**src/rtl/stream_counter.sv**
```systemverilog
// Stochastic-to-binary readout: counts the ones on each bitstream lane over a
// fixed window of WINDOW cycles and presents the per-lane sums with a valid pulse.
module stream_counter #(
    parameter int LANES  = 8,
    parameter int WINDOW = 256,
    parameter int CW     = $clog2(WINDOW + 1)
) (
    input  logic                  clk,
    input  logic                  rst,
    input  logic                  start,
    input  logic [LANES-1:0]      stream_in,
    output logic                  busy,
    output logic [LANES*CW-1:0]   count_out,
    output logic                  valid
);

    localparam int WW = $clog2(WINDOW);
    localparam logic [WW-1:0] WIN_LAST = WW'(WINDOW - 1);

    typedef enum logic {
        ST_IDLE  = 1'b0,
        ST_COUNT = 1'b1
    } state_t;

    state_t                  state_q, state_d;
    logic [WW-1:0]           win_q, win_d;
    logic [CW-1:0]           acc_q [LANES];
    logic [CW-1:0]           acc_d [LANES];
    logic [LANES*CW-1:0]     count_q, count_d;
    logic                    valid_q, valid_d;

    // Handshake: a start seen at a rising edge while idle opens a window; the
    // result is held on count_out and flagged by valid for exactly one cycle.
    always_comb begin
        state_d = state_q;
        win_d   = win_q;
        count_d = count_q;
        valid_d = 1'b0;
        for (int i = 0; i < LANES; i++) begin
            acc_d[i] = acc_q[i];
        end

        case (state_q)
            ST_IDLE: begin
                if (start) begin
                    state_d = ST_COUNT;
                    win_d   = '0;
                    for (int i = 0; i < LANES; i++) begin
                        acc_d[i] = '0;
                    end
                end
            end
            ST_COUNT: begin
                win_d = win_q + 1'b1;
                for (int i = 0; i < LANES; i++) begin
                    acc_d[i] = acc_q[i] + CW'(stream_in[i]);
                end
                // The last sample is folded straight into the published sums.
                if (win_q == WIN_LAST) begin
                    state_d = ST_IDLE;
                    valid_d = 1'b1;
                    for (int i = 0; i < LANES; i++) begin
                        count_d[i*CW +: CW] = acc_d[i];
                    end
                end
            end
            default: state_d = ST_IDLE;
        endcase
    end

    always_ff @(posedge clk or posedge rst) begin
        if (rst) begin
            state_q <= ST_IDLE;
            win_q   <= '0;
            count_q <= '0;
            valid_q <= 1'b0;
            for (int i = 0; i < LANES; i++) begin
                acc_q[i] <= '0;
            end
        end else begin
            state_q <= state_d;
            win_q   <= win_d;
            count_q <= count_d;
            valid_q <= valid_d;
            for (int i = 0; i < LANES; i++) begin
                acc_q[i] <= acc_d[i];
            end
        end
    end

    assign busy      = (state_q == ST_COUNT);
    assign count_out = count_q;
    assign valid     = valid_q;

endmodule

```
**config.mk**
```make
export PLATFORM = sky130hd
export DESIGN_NAME = stream_counter
export DESIGN_NICKNAME = d
export VERILOG_FILES = /design/src/rtl/stream_counter.sv
export SDC_FILE = /design/constraint.sdc
export NUM_CORES = 1
export LEC_CHECK = 0
export CAP_MARGIN = 20
export CORE_UTILIZATION = 61
export CTS_CLUSTER_DIAMETER = 150
export DETAILED_ROUTE_END_ITERATION = 8
export PLACE_DENSITY = 0.88
export RECOVER_POWER = 100
export SLEW_MARGIN = 0
export SYNTH_ARGS = -nofsm -noshare
export SYNTH_HDL_FRONTEND = slang
export SYNTH_SLANG_ARGS = --single-unit
```
**constraint.sdc**
```tcl
create_clock -name clk -period 9.7 [get_ports clk]
set_clock_uncertainty 0.1 [all_clocks]
set_input_delay 0.97 -clock clk [delete_from_list [all_inputs] [get_ports clk]]
set_output_delay 0.97 -clock clk [all_outputs]
set_load 0.03 [all_outputs]
```
==> results of run 1 <==
[final cells by class]
| type | instances | area, um2 |
|---|---|---|
| fill | 880 | 3330 |
| sequential | 154 | 3850 |
| multi-input combinational | 463 | 3290 |
| inverter | 9 | 35.0 |
| tap | 168 | 210 |
| clock inverter | 8 | 92.6 |
| timing repair buffer | 88 | 860 |
| clock buffer | 23 | 488 |
[per-layer routing]
metal  GRT usage  wire [um]  vias to the layer above
li1            -          -                     2491
met1       0.338       6790                     2626
met2       0.433       7760                      133
met3      0.0466        559                       21
met4      0.0926        244                        0
met5           0          0                        -
[final timing paths]
kind                                from            end  slack (ns)  cells past startpoint
min reg2reg                count_out[33]  count_out[33]        0.38                      1
min in group asynchronous            rst  count_out[51]        2.17                      2
max in group asynchronous            rst           busy        5.25                      2
max                                 busy      acc_q[29]        3.67                      6
min                        count_out[33]  count_out[33]        0.38                      1
max reg2reg                         busy      acc_q[29]        3.67                      6
[cells by family (layout without fill, tap and decap cells)]
| kind of cell | count (synthesis) | after routing |
|---|---|---|
| flops | 154 | 154 |
| buf+inv | 54 | 128 |
| mux | 81 | 81 |
| compound gates | 140 | 140 |
| xor+xnor | 60 | 60 |
| simple gates | 165 | 165 |
| fa+ha+maj | 17 | 17 |
[registers in the layout (all words and copies together) (netlist names)]
name	count
acc_q	72
win_q	8
busy	1
valid	1
count_out	72
[cell usage after synthesis, types with 2 or more instances]
cell type | instances | share of area
o31ai_1 | 17 | 0.017
and4_1 | 6 | 0.0068
a31oi_1 | 15 | 0.012
xor2_1 | 26 | 0.030
buf_1 | 7 | 0.0034
buf_12 | 7 | 0.018
o21a_1 | 3 | 0.0029
a22o_1 | 9 | 0.010
inv_1 | 9 | 0.0044
dfrtp_1 | 154 | 0.50
o22ai_1 | 3 | 0.0024
mux2_2 | 12 | 0.018
buf_2 | 7 | 0.0045
buf_4 | 2 | 0.0019
and3_1 | 19 | 0.015
mux2_4 | 60 | 0.12
nand2_1 | 72 | 0.035
o21ai_0 | 57 | 0.037
clkbuf_1 | 22 | 0.011
a21o_1 | 11 | 0.011
mux2i_1 | 9 | 0.012
a21oi_1 | 21 | 0.014
nand2b_1 | 5 | 0.0041
ha_1 | 17 | 0.028
nor3_1 | 4 | 0.0026
nand4_1 | 4 | 0.0032
nor2_1 | 12 | 0.0058
xnor2_1 | 34 | 0.039
nand3_1 | 32 | 0.021
and2_1 | 3 | 0.0024
nor3b_1 | 2 | 0.0019
or2_2 | 2 | 0.0016
[per-stage QoR]
stage / instances / util
finish: 913 / 0.726
detailed placement: 881 / 0.699
CTS: 912 / 0.746
global placement: 881 / 0.699
global route: 913 / 0.726
floorplan: 671 / -
[where the power goes]
part           switching, mW  internal, mW  leakage [nW]
clock network          0.249         0.402         0.289
logic                  0.374         0.303          2.10
registers              0.191         0.830          2.04
total                  0.814          1.54          4.43
==> results.json, run 1 <==
{
  "cp_slowest_stage_delay_ns": 2.66,
  "critPathArrivalTime_ns": 6.26,
  "async_reset_ff_frac": 1.00,
  "synth_edf_count": 0,
  "die_x_um": 114,
  "syn_inst": 671,
  "worst-path-buf-inv": 3,
  "top_ff_cell_synth": "dfrtp_1",
  "ant_nets": 0,
  "slowest_stage": "clkbuf_1",
  "fin_crit_ns": 6.03,
  "ctsLongestPathBuffers": 2,
  "post_layout_inst_area_um2": 8830,
  "drt-initial-drc-count": 319,
  "die_area_um2": 13100,
  "max_slew.worst_pin.slew_ns": 4.18,
  "f_max_mhz": 166,
  "first_global_vias": 5323,
  "grt_start_max_net_pins": 99,
  "critical_path.cell_chain": "clkbuf_1 > inv_1 > clkbuf_1 > o21ai_0 > nand2_1 > o21ai_0",
  "critPathLaunchType": "register",
  "endpoint_kind": "register",
  "total_leakage_power_nw": 4.43,
  "power.density_cell_area_nw_per_um2": 266,
  "clk_pin_slew_ns": 0.06,
  "timing.hold.worst.class": "reg -> reg",
  "worstPathMaxFanout": 85,
  "worst_slack_on_hold_paths_ns": 0.379,
  "setup_tns_final_ns": 0,
  "setup-violations-final": 0,
  "ir_worst_vdd_mv": 0.159,
  "simple_logic_cell_fraction_of_the_synthesized_area": 0.105,
  "yosys.cell_types.count": 40,
  "grt_remaining_overflow": 0,
  "finalWeightedCongestion": 0.811,
  "slew_violations": 324,
  "grt_usage": 0.258,
  "number_of_levels_in_the_clock_h_tree": 4,
  "wl_mm": 15.4,
  "synthesis.nets": 699,
  "final_hold_viol_count": 0,
  "grt_antenna_before_repair": 0,
  "syn_area_um2": 7710,
  "timing.max_cap.violations": 5,
  "synth.ff_latch_count": 154,
  "violated_checks": "max-capacitance violations, max-slew violations",
  "postLayoutSetupSlackWorst_ns": 3.67,
  "synthXorXnorAreaFrac": 0.0682,
  "required_ns": 9.93,
  "die_y_um": 114,
  "dp_slack_ns": 6.37,
  "clock_tree_from_tritoncts": "built",
  "seq_area_frac_synth": 0.500,
  "grt_first_pass_wirelength_mm": 26.3,
  "timing.slew.headroom": -1.80,
  "cell_at_the_root_of_the_clock_tree": "clkbuf_16",
  "critical_path_class": "reg -> reg",
  "finalNetCount": 761,
  "synth_top_family_by_area": "multiplexers",
  "drtPass1Iterations": 5,
  "boundaryPins": 85,
  "io_buffers": 84,
  "ctsResizeCount": 0,
  "grt_setup_unrepaired": "no",
  "initial_core_util": 0.634,
  "insertedDiodeCount": 0,
  "mostFrequentLayoutCells": "dfrtp_1, dlygate4sd3_1, nand2_1, o21ai_0, mux2_1",
  "fp-row-count": 40,
  "layout_worst_path_cycle_share": 0.621,
  "place.detailed.hpwl_mm": 9.66,
  "crit_family": "buffers and inverters",
  "mostFrequentLayoutCell": "dfrtp_1",
  "tritoncts.num_buffers": 17,
  "synth_adder_area_share": 0.0276,
  "syn_area_per_cell_um2": 11.5,
  "outcome": "finished, violations left",
  "drive_above_1_share": 0.0819,
  "synth.yosys.warnings": 0,
  "clock_network_latency_to_the_later_pin_of_the_worst_skew_pair_ns": 0.43,
  "synth.area.mux_share": 0.146,
  "core-area_um2": 12200,
  "route.vias.total": 5271,
  "synth_compound_gate_area_share": 0.111,
  "remaining_drc_errors": 0,
  "total_power_mw": 2.35,
  "route.detailed.wl_per_inst_um": 16.8,
  "cts_num_sinks": 154,
  "number_of_buffers_inserted_to_repair_setup_after_cts": 0,
  "areaGrowthSynthToFinish_pct": 14.6,
  "post_dp_cell_area_um2": 8500,
  "hold_buffers": 0,
  "detail_route.vias_per_cell": 5.77
}
Power figures use the tool's default switching activity.
==> run 2, diff against run 1 <==
--- a/config.mk
+++ b/config.mk
@@ -6,10 +6,10 @@
 export NUM_CORES = 1
 export LEC_CHECK = 0
 export CAP_MARGIN = 20
-export CORE_UTILIZATION = 61
+export CORE_UTILIZATION = 51
 export CTS_CLUSTER_DIAMETER = 150
 export DETAILED_ROUTE_END_ITERATION = 8
-export PLACE_DENSITY = 0.88
+export PLACE_DENSITY = 0.79
 export RECOVER_POWER = 100
 export SLEW_MARGIN = 0
 export SYNTH_ARGS = -nofsm -noshare
==> constraint.sdc (replaced) <==
create_clock -name clk -period 4.85 [get_ports clk]
set_clock_uncertainty 0.1 [all_clocks]
set_input_delay 0.485 -clock clk [delete_from_list [all_inputs] [get_ports clk]]
set_output_delay 0.485 -clock clk [all_outputs]
set_load 0.03 [all_outputs]
==> run 2 against run 1 <==
  * The flow finishes with violations (design-rule violations, max-capacitance violations, max-slew violations)
  * Via count decreased by 0.19%
  * Sequential power increased by 100%
  * Worst setup slack got worse by 2.4 ns
  * Power increased by 100%
  * Clock power increased by 110%
  * Hold slack got worse by 0.00098 ns
  * Design area increased by 1.2%
  * Critical path depth decreased by 4
  * Non-clock buffer count increased by 2
  * Global-route usage decreased by 3.7 points
==> results.json, run 2 (same netlist as run 1, synthesis figures left out) <==
{
  "min-delay-start": "win_q[7]",
  "ctsLongestPathBuffers": 2,
  "clock_tree_from_tritoncts": "built",
  "place.detailed.hpwl_mm": 10.1,
  "remaining_drc_errors": 10,
  "length_of_routed_met2_wiring_mm": 7.97,
  "layout_worst_path_cycle_share": 0.733,
  "ant_nets": 0,
  "slowest_stage": "clkbuf_2",
  "whs_endpoint": "win_q[7]",
  "crit-reg2reg-capture": "acc_q[19]",
  "tritoncts.num_buffers": 17,
  "ctsResizeCount": 0,
  "cp_slowest_stage_delay_ns": 1.26,
  "number_of_levels_in_the_clock_h_tree": 4,
  "boundaryPins": 85,
  "finalNetCount": 763,
  "grt_start_max_net_pins": 86,
  "route.vias.total": 5261,
  "timing.slew.headroom": -0.804,
  "timing.hold.worst.class": "reg -> reg",
  "core-area_um2": 14600,
  "endpoint_kind": "output pin",
  "timing.reg2reg.setup_slack_ns": 1.57,
  "routed-wl-met3_um": 610,
  "layout.cells.non_filler": 932,
  "total_leakage_power_nw": 4.48,
  "worst_slack_on_hold_paths_ns": 0.378,
  "m1WireLength_mm": 7.04,
  "grt_first_pass_wirelength_mm": 27.4,
  "grt_antenna_before_repair": 0,
  "setup-violations-final": 0,
  "areaGrowthSynthToFinish_pct": 16.0,
  "hold_path_depth": 1,
  "first_global_vias": 5430,
  "required_ns": 4.26,
  "cts_num_sinks": 154,
  "initial_core_util": 0.526,
  "postLayoutSetupSlackWorst_ns": 1.30,
  "hold_buffers": 0,
  "maxUsedRoutingLayer": "met4",
  "power.density_cell_area_nw_per_um2": 532,
  "r2r_cells": 6,
  "setup_tns_final_ns": 0,
  "timing.max_cap.violations": 2,
  "fin_crit_ns": 3.55,
  "drtPass1Iterations": 6,
  "cell_at_the_root_of_the_clock_tree": "clkbuf_16",
  "clock_network_latency_to_the_later_pin_of_the_worst_skew_pair_ns": 0.42,
  "grt_usage": 0.221,
  "mostFrequentLayoutCell": "dfrtp_1",
  "detail_route.vias_per_cell": 5.64,
  "wl_mm": 15.8,
  "dp_slack_ns": 1.88,
  "drt-initial-drc-count": 437,
  "post_layout_inst_area_um2": 8940,
  "die_y_um": 125,
  "ir_worst_vdd_mv": 0.312,
  "drive_above_1_share": 0.0722,
  "grt_remaining_overflow": 0,
  "fp-row-count": 44,
  "rr_startpoint": "busy",
  "post_dp_cell_area_um2": 8540,
  "mostFrequentLayoutCells": "dfrtp_1, dlygate4sd3_1, nand2_1, mux2_1, o21ai_0",
  "clk_pin_slew_ns": 0.06,
  "grt_setup_unrepaired": "no",
  "final_hold_viol_count": 0,
  "die_area_um2": 15600,
  "outcome": "finished, violations left",
  "f_max_mhz": 281,
  "critical_path_class": "reg -> out",
  "worstPathMaxFanout": 85,
  "critPathLaunchType": "register",
  "critPathArrivalTime_ns": 2.97,
  "critical_path.cell_chain": "clkbuf_2 > dlygate4sd3_1",
  "finalWeightedCongestion": 0.741,
  "io_buffers": 84,
  "max_slew.worst_pin.slew_ns": 2.69,
  "number_of_buffers_inserted_to_repair_setup_after_cts": 0,
  "die_x_um": 125,
  "slew_violations": 150,
  "route.detailed.wl_per_inst_um": 17.0,
  "numPlacedInstances": 898,
  "insertedDiodeCount": 0,
  "violated_checks": "design-rule violations, max-capacitance violations, max-slew violations"
}
[run 2: cell types whose count changed in the layout (fill, tap and decap cells not counted)]
cell / before / now
buf_12: 0 / 3
dlygate4sd3_1: 77 / 75
clkbuf_2: 0 / 1
buf_4: 1 / 2
clkdlybuf4s50_1: 7 / 9
mux2_2: 23 / 12
clkbuf_1: 5 / 4
clkinv_2: 5 / 3
bufinv_16: 2 / 3
mux2_1: 48 / 59
[run 2: how the worst max path moves through the flow]
stage	slack, ns	endpoint	startpoint	cells past startpoint
2_1_floorplan	0.12	acc_q[0]	rst	1
3_3_place_gp	2.02	acc_q[69]	start	4
3_5_place_dp	1.88	acc_q[23]	start	4
4_1_cts	1.93	busy	busy	2
5_1_grt	1.16	busy	busy	2
6_report	1.30	busy	busy	2
[run 2: final cells by class]
| cell class | instances | area [um2] |
|---|---|---|
| well taps | 184 | 230 |
| clock buffers | 25 | 495 |
| flip-flops and latches | 154 | 3850 |
| multi-input cells | 463 | 3290 |
| repair buffers | 90 | 921 |
| clock inverters | 7 | 113 |
| fillers | 1179 | 5700 |
| inverters | 9 | 35.0 |
[run 2: critical path, delay by kind of cell, from the launching register on]
kind / cells / cell delay [ns]
flops: 1 / 0.35
buf+inv: 2 / 2.16
[run 2: power by group]
part | switching, mW | total [mW] | internal [mW]
clock network | 0.504 | 1.37 | 0.862
logic | 0.750 | 1.35 | 0.604
registers | 0.380 | 2.04 | 1.66
[run 2: routing by layer]
| metal | vias to the layer above | global-route usage |
|---|---|---|
| met5 | - | 0 |
| met4 | 0 | 0.0746 |
| met3 | 18 | 0.0595 |
| met2 | 100 | 0.370 |
| met1 | 2638 | 0.279 |
| li1 | 2505 | - |
[run 2: stage by stage]
stage	utilization	power, mW
after floorplan	-	3.06
after global placement	0.583	3.47
after detailed placement	0.583	3.58
after CTS	0.624	4.96
after global routing	0.611	5.05
final	0.611	4.76
==> run 3, diff against run 2 <==
==> constraint.sdc (replaced) <==
create_clock -name clk -period 2.9 [get_ports clk]
set_clock_uncertainty 0.1 [all_clocks]
set_input_delay 0.29 -clock clk [delete_from_list [all_inputs] [get_ports clk]]
set_output_delay 0.29 -clock clk [all_outputs]
set_load 0.03 [all_outputs]
==> run 3 against run 2 <==
  * The flow finishes with violations (design-rule violations)
  * Power is 68% higher
  * Hold slack hardly changed
  * First-iteration DRC count is 15% lower
  * Critical endpoint is now acc_q[70]
==> results.json, run 3 (same netlist as run 1, synthesis figures left out) <==
{
  "outcome": "finished, violations left",
  "violated_checks": "design-rule violations",
  "ctsLongestPathBuffers": 2,
  "drtPass1Iterations": 7,
  "timing.hold.worst.class": "reg -> reg",
  "timing.reg2reg.setup_slack_ns": 0.45,
  "grt_usage": 0.216,
  "cell_at_the_root_of_the_clock_tree": "clkbuf_16",
  "clock_network_latency_to_the_later_pin_of_the_worst_skew_pair_ns": 0.42,
  "f_max_mhz": 409,
  "boundaryPins": 85,
  "total_leakage_power_nw": 4.52,
  "mostFrequentLayoutCell": "dfrtp_1",
  "clk_pin_slew_ns": 0.06,
  "route.vias.total": 5416,
  "setup-violations-final": 0,
  "critPathLaunchType": "register",
  "ir_worst_vdd_mv": 0.459,
  "final_hold_viol_count": 0,
  "number_of_levels_in_the_clock_h_tree": 4,
  "power.density_cell_area_nw_per_um2": 888,
  "layout_worst_path_cycle_share": 0.843,
  "crit_path_start": "busy",
  "critPathArrivalTime_ns": 2.62,
  "required_ns": 3.08,
  "post_layout_inst_area_um2": 9000,
  "fp-row-count": 44,
  "die_x_um": 125,
  "initial_core_util": 0.526,
  "finalWeightedCongestion": 0.778,
  "clock_tree_from_tritoncts": "built",
  "ant_nets": 0,
  "crit-reg2reg-capture": "acc_q[70]",
  "post_dp_cell_area_um2": 8680,
  "first_global_vias": 5421,
  "rr_startpoint": "busy",
  "grt_setup_unrepaired": "no",
  "cts_num_sinks": 154,
  "numPlacedInstances": 910,
  "drt-initial-drc-count": 372,
  "slew_violations": 0,
  "grt_antenna_before_repair": 0,
  "worstPathMaxFanout": 39,
  "remaining_drc_errors": 8,
  "core-area_um2": 14600,
  "crit_path_end": "acc_q[70]",
  "detail_route.vias_per_cell": 5.75,
  "die_y_um": 125,
  "hold_buffers": 0,
  "timing.slew.headroom": 0.140,
  "critical_path_class": "reg -> reg",
  "die_area_um2": 15600,
  "grt_first_pass_wirelength_mm": 26.8,
  "io_buffers": 84,
  "max_slew.worst_pin.slew_ns": 1.28,
  "r2r_cells": 5,
  "endpoint_kind": "register",
  "finalNetCount": 773,
  "mostFrequentLayoutCells": "dfrtp_1, dlygate4sd3_1, nand2_1, mux2_1, o21ai_0",
  "grt_start_max_net_pins": 52,
  "worst_slack_on_hold_paths_ns": 0.378,
  "total_power_mw": 8.00,
  "number_of_buffers_inserted_to_repair_setup_after_cts": 0,
  "final.fill_count": 1200,
  "areaGrowthSynthToFinish_pct": 16.8,
  "wl_mm": 16.0,
  "drive_above_1_share": 0.0831,
  "place.detailed.hpwl_mm": 10.5,
  "tritoncts.num_buffers": 17,
  "grt_remaining_overflow": 0,
  "timing.max_cap.violations": 0,
  "ctsResizeCount": 0,
  "setup_tns_final_ns": 0,
  "fin_crit_ns": 2.45,
  "layout.cells.non_filler": 942,
  "insertedDiodeCount": 0,
  "route.detailed.wl_per_inst_um": 16.9
}
## run 3: worst min path at each step
stage | from | end | slack, ns | cells past startpoint
6_report | count_out[18] | count_out[18] | 0.38 | 1
5_1_grt | count_out[32] | count_out[32] | 0.40 | 1
4_1_cts | rst | acc_q[10] | 0.25 | 2
3_5_place_dp | acc_q[45] | acc_q[45] | 0.39 | 1
3_3_place_gp | win_q[7] | win_q[7] | 0.37 | 1
2_1_floorplan | win_q[7] | win_q[7] | 0.35 | 1
## run 3: area by class of cell
type | count | area (um2) | share of cell area
sequential | 154 | 3850 | 0.428
multi-input combinational | 463 | 3300 | 0.366
timing repair buffer | 100 | 967 | 0.107
clock buffer | 20 | 447 | 0.0496
tap | 184 | 230 | 0.0256
clock inverter | 12 | 173 | 0.0192
inverter | 9 | 35.0 | 0.00389
## run 3: per-stage QoR
step	setup WS, ns	util
2_1_floorplan	0.565	-
6_report	0.455	0.615
3_3_place_gp	0.664	0.592
5_1_grt	0.289	0.615
3_5_place_dp	0.596	0.592
4_1_cts	0.649	0.635
## run 3: layer usage
layer,wire [um],part of all wire,vias up,global-route usage
li1,-,-,2520,-
met1,6930,0.43,2686,0.271
met2,7800,0.49,177,0.355
met3,835,0.052,33,0.0466
met4,399,0.025,0,0.108
met5,0,0,-,0
## run 3: critical path: stages, from the launching register on
cell     delay (ns)
dfrtp_2        0.50
inv_1          0.91
buf_4          0.40
a21oi_1        0.06
o21ai_0        0.15
o21ai_0        0.15
## run 3: power by group
group / total (mW) / switching, mW / internal [mW]
Sequential: 3.40 / 0.624 / 2.77
Clock: 2.32 / 0.858 / 1.46
Combinational: 2.28 / 1.26 / 1.02
